===== config.mk =====
export PLATFORM = sky130hd
export DESIGN_NAME = vga_timing_gen
export DESIGN_NICKNAME = d
export VERILOG_FILES = /design/src/rtl/vga_timing_gen.sv
export SDC_FILE = /design/constraint.sdc
export NUM_CORES = 1
export LEC_CHECK = 0
export ABC_AREA = 1
export CORE_ASPECT_RATIO = 1.25
export CORE_MARGIN = 1.5
export CORE_UTILIZATION = 28
export DETAILED_ROUTE_END_ITERATION = 7
export PLACE_DENSITY = 0.47
export SYNTH_ARGS = -nofsm -noshare
export SYNTH_HDL_FRONTEND = slang
export SYNTH_SLANG_ARGS = --single-unit

===== constraint.sdc =====
create_clock -name pixel_clk -period 2.33 [get_ports pixel_clk]
set_input_delay 0.233 -clock pixel_clk [delete_from_list [all_inputs] [get_ports pixel_clk]]
set_output_delay 0.233 -clock pixel_clk [all_outputs]
set_load 0.1 [all_outputs]

===== src/rtl/vga_timing_gen.sv =====
// Parametrised VGA raster timing generator with pixel clock-enable, sync polarity control,
// registered blanking/display-enable, line/frame strobes, frame counter and synchronous resync.
module vga_timing_gen #(
    parameter int H_ACTIVE  = 640,
    parameter int H_FP      = 16,
    parameter int H_SYNC    = 96,
    parameter int H_BP      = 48,
    parameter int V_ACTIVE  = 480,
    parameter int V_FP      = 10,
    parameter int V_SYNC    = 2,
    parameter int V_BP      = 33,
    parameter int HSYNC_POL = 1,
    parameter int VSYNC_POL = 1,
    parameter int CW        = 10,
    parameter int FCW       = 8
) (
    input  logic           pixel_clk,
    input  logic           rst_n,
    input  logic           clk_en,
    input  logic           resync,
    output logic [CW-1:0]  x_count,
    output logic [CW-1:0]  y_count,
    output logic           hsync,
    output logic           vsync,
    output logic           de,
    output logic           hblank,
    output logic           vblank,
    output logic           line_start,
    output logic           frame_start,
    output logic [FCW-1:0] frame_count
);

    localparam int H_TOTAL = H_ACTIVE + H_FP + H_SYNC + H_BP;
    localparam int V_TOTAL = V_ACTIVE + V_FP + V_SYNC + V_BP;

    localparam logic [CW-1:0] H_LAST   = CW'(H_TOTAL - 1);
    localparam logic [CW-1:0] V_LAST   = CW'(V_TOTAL - 1);
    localparam logic [CW-1:0] H_ACT    = CW'(H_ACTIVE);
    localparam logic [CW-1:0] V_ACT    = CW'(V_ACTIVE);
    localparam logic [CW-1:0] H_SSTART = CW'(H_ACTIVE + H_FP);
    localparam logic [CW-1:0] H_SSTOP  = CW'(H_ACTIVE + H_FP + H_SYNC);
    localparam logic [CW-1:0] V_SSTART = CW'(V_ACTIVE + V_FP);
    localparam logic [CW-1:0] V_SSTOP  = CW'(V_ACTIVE + V_FP + V_SYNC);
    localparam logic          H_ON     = 1'(HSYNC_POL);
    localparam logic          V_ON     = 1'(VSYNC_POL);

    function automatic logic sync_level(input logic [CW-1:0] pos,
                                        input logic [CW-1:0] start,
                                        input logic [CW-1:0] stop,
                                        input logic          on);
        return (pos >= start && pos < stop) ? on : ~on;
    endfunction

    logic [CW-1:0] x_nxt;
    logic [CW-1:0] y_nxt;
    logic          line_wrap;
    logic          frame_wrap;
    logic          first_frame;

    always_comb begin
        line_wrap  = (x_count == H_LAST);
        frame_wrap = line_wrap && (y_count == V_LAST);
        x_nxt      = line_wrap ? '0 : x_count + CW'(1);
        y_nxt      = y_count;
        if (line_wrap) begin
            y_nxt = (y_count == V_LAST) ? '0 : y_count + CW'(1);
        end
    end

    // Levels are derived from the next-state counts so they land in the same register stage
    // as the counters; the reset levels equal those of the last back-porch pixel (H_BP, V_BP >= 1).
    always_ff @(posedge pixel_clk or negedge rst_n) begin
        if (!rst_n) begin
            x_count     <= H_LAST;
            y_count     <= V_LAST;
            hsync       <= ~H_ON;
            vsync       <= ~V_ON;
            de          <= 1'b0;
            hblank      <= 1'b1;
            vblank      <= 1'b1;
            line_start  <= 1'b0;
            frame_start <= 1'b0;
            frame_count <= '0;
            first_frame <= 1'b1;
        end else if (resync) begin
            x_count     <= H_LAST;
            y_count     <= V_LAST;
            hsync       <= ~H_ON;
            vsync       <= ~V_ON;
            de          <= 1'b0;
            hblank      <= 1'b1;
            vblank      <= 1'b1;
            line_start  <= 1'b0;
            frame_start <= 1'b0;
            first_frame <= 1'b1;
        end else if (clk_en) begin
            x_count     <= x_nxt;
            y_count     <= y_nxt;
            hsync       <= sync_level(x_nxt, H_SSTART, H_SSTOP, H_ON);
            vsync       <= sync_level(y_nxt, V_SSTART, V_SSTOP, V_ON);
            de          <= (x_nxt < H_ACT) && (y_nxt < V_ACT);
            hblank      <= (x_nxt >= H_ACT);
            vblank      <= (y_nxt >= V_ACT);
            line_start  <= line_wrap;
            frame_start <= frame_wrap;
            // The first frame after reset/resync is a start, not a completion.
            if (frame_wrap) begin
                if (first_frame) begin
                    first_frame <= 1'b0;
                end else begin
                    frame_count <= frame_count + FCW'(1);
                end
            end
        end else begin
            line_start  <= 1'b0;
            frame_start <= 1'b0;
        end
    end

endmodule


==> run summary <==
Worst R2R Start - x_count[0]$_DFFE_PN1P_
Logic pwr share - 61.2%
number of global-route vias before repair - 2,058
final number of hold-violating endpoints - 0
Cell Chain, Critical Path - ha_1 > nand3_1 > nor2_1 > nand2_1 > nand3_1 > nor2_1 > nor2_1 > nand3_1 > nand2_1
Final Net Count - 345
commonest non-fill, non-tap cell in the layout - nand2_1
Worst Hold Class - input pin to async pin
Syn Inst Count - 290
DR pass1 iterations - 4
TNS Setup - 0 ns
power per cell area - 1450 nW/µm²
Chip Width - 83.0 µm
Post-Layout Cell Count - 432
Pins Over Slew Limit - 0
P&R area growth vs syn - 23.5%
Worst R2R Path Depth - 9
Worst R2R End - de$_DFFE_PN0P_
CTS tree - yes
post-CTS setup repair buffer count - 0
GR Overflow Total - 0
CP peak stage delay - 0.66 ns
CP startpoint kind - register
clk_skew - 0.0105 ns
Num CTS Buffers - 5
Core ar. - 7790 µm²
Filler cells - 869
Syn. warnings - 0
leakage power figure - 1.46 nW
detailed placer's ending HPWL - 4780 µm
Reg power frac - 26.3%
Sw Ratio - 59.4%
fin crit period - 2.09 ns
# H-tree levels - 2
Iter 0 DRT Violations - 101
Yosys reg bits - 36
Crit Path Class - register to register
dpl cell area - 2670 µm²
reg2reg setup slack - 0.24 ns
syn nets - 299
Int Power - 1.63 mW
Crit path required time - 2.56 ns
# IOs - 39
crit path max fanout - 8
GPL Wtd Cong - 0.905
crit path capture type - register
largest net degree at the start of global routing - 37
syn avg cell area - 7.73 µm²
Tightest Pin Transition - 0.842 ns
count of final setup violators - 0
post-route cell area - 2770 µm²
Sw Pwr - 2.38 mW
Clock Latency Late Sink - 0.29 ns
Max-slew headroom - 43.9%
Mapped Area - 2240 µm²
residual DRC count - 0
via/cell ratio - 4.75
clk slew on worst S/H paths - 0.09 ns
gr usage total - 15.3%
Power, Total - 4.00 mW
initial core utilization - 28.8%
clock root buffer - clkbuf_8
CTS sink cnt - 36
Avg WL per Cell - 14.8 µm
DIE AREA - 8560 µm²
DIE HEIGHT - 103 µm
Port Buf Inserts - 38
slowest CP cell - dfstp_4
initial antenna violation count - 0
fmax - 0.478 GHz
Post-DRT Antenna Nets - 0
layout cells sized above 1 - 24.9%
Rows - 36
WL final - 6380 µm
first-pass GRT wire length - 10,200 µm
placed cell count - 424
clock power share - 12.4%
biggest regs - x_count (10), y_count (10), frame_count (8)
most frequent cells in the layout - nand2_1 (74), inv_1 (43), buf_4 (39)
synth unique cells - 34
ANT cells - 0
Final period util - 89.7%
Peak VDD IR - 0.517 mV
CP Data Arrival Time - 2.32 ns
Seq/Total Area, Yosys - 40.9%
number of max-cap violations - 0
maximum clock path buffer count - 2
status - finished clean
via count - 2,054
RSZ-0062 raised after global routing - no
final cells by class:
class	count	area (µm²)	share of cell area [%]
well taps	95	119	4.29
multi-input cells	206	1150	41.4
inverters	45	169	6.10
clock inverters	2	15.0	0.542
repair buffers	42	318	11.5
clock buffers	6	82.6	2.98
flip-flops and latches	36	921	33.2
synthesized netlist by cell type:
master / instances / area (µm²)
xor2_1: 9 / 78.8
nand2_2: 2 / 12.5
nor3_1: 5 / 25.0
dfrtp_1: 23 / 576
nand4_1: 9 / 56.3
o21ai_0: 4 / 20.0
nand3_2: 1 / 10.0
nand4_2: 1 / 12.5
nor2_4: 4 / 45.0
nand4_4: 1 / 21.3
mux2_2: 3 / 33.8
clkbuf_1: 2 / 7.51
dfstp_2: 13 / 342
nand2_1: 74 / 278
nor2_1: 30 / 113
xnor2_1: 1 / 8.76
ha_1: 5 / 62.6
nand3_1: 24 / 120
nor2_2: 3 / 18.8
a22oi_1: 3 / 22.5
buf_2: 1 / 5.00
nor2_8: 1 / 20.0
nand2_4: 3 / 33.8
nor4_1: 1 / 6.26
and3_1: 1 / 6.26
nor3_4: 1 / 16.3
inv_1: 43 / 161
o22a_1: 1 / 8.76
o21ai_1: 1 / 5.00
a21oi_1: 5 / 25.0
a221oi_1: 1 / 8.76
a31oi_1: 1 / 6.26
inv_2: 2 / 7.51
o22ai_1: 11 / 68.8
per-layer routing:
| layer | share of wire [%] | routed length, µm | vias up | GRT usage, % |
|---|---|---|---|---|
| met1 | 45 | 2870 | 967 | 17.6 |
| met4 | 1.3 | 86 | 0 | 4.74 |
| met2 | 50 | 3190 | 49 | 28.6 |
| met3 | 3.5 | 223 | 7 | 3.20 |
| met5 | 0 | 0 | - | 0 |
| li1 | - | - | 1031 | - |
cells by family after synthesis:
logic type	count (synthesis)	synth area share, %
fa+ha+maj	5	2.79
xor+xnor	10	3.91
buf+inv	48	8.09
compound gates	27	7.37
mux	3	1.51
flops	36	40.9
simple gates	161	35.4
worst max-delay path by stage:
stage                      startpoint                          to  slack (ns)  depth (start not counted)
4_1_cts        x_count[0]$_DFFE_PN1P_           vsync$_DFFE_PN0P_        0.22                         13
3_5_place_dp   x_count[0]$_DFFE_PN1P_  frame_count[6]$_DFFE_PN0P_        0.22                         11
2_1_floorplan  x_count[1]$_DFFE_PN1P_  frame_count[6]$_DFFE_PN0P_       0.004                         11
6_report       x_count[0]$_DFFE_PN1P_              de$_DFFE_PN0P_        0.24                          9
5_1_grt        x_count[0]$_DFFE_PN1P_           vsync$_DFFE_PN0P_       0.005                         10
3_3_place_gp   x_count[0]$_DFFE_PN1P_  frame_count[6]$_DFFE_PN0P_        0.26                         11
power by group through the flow:
stage / Clock (mW) / Combinational (mW) / Sequential, mW
CTS: 0.518 / 2.46 / 1.05
floorplan: 0 / 0.960 / 2.02
detailed placement: 0 / 2.46 / 1.06
finish: 0.498 / 2.45 / 1.05
global placement: 0 / 2.47 / 1.08
global route: 0.532 / 2.63 / 1.08
through the flow:
step           setup WS (ns)  hold WS, ns  utilization [%]
6_report               0.239       0.0419             35.5
5_1_grt              0.00484        0.112             35.5
4_1_cts                0.217       0.0672             35.5
3_5_place_dp           0.217        0.396             34.3
3_3_place_gp           0.256        0.389             34.3
2_1_floorplan        0.00427      -0.0626                -
critical path: cells and delay by family, from the launching register on:
kind          cells  cell delay [ns]
fa+ha+maj         1             0.23
simple gates      8             1.14
flops             1             0.66
timing repair:
action,in CTS,in global routing
endpoints found under the hold margin,0,0
endpoints found under the setup margin,0,1
hold buffers,0,0
gates resized for setup,0,1
Power figures use the tool's default switching activity.
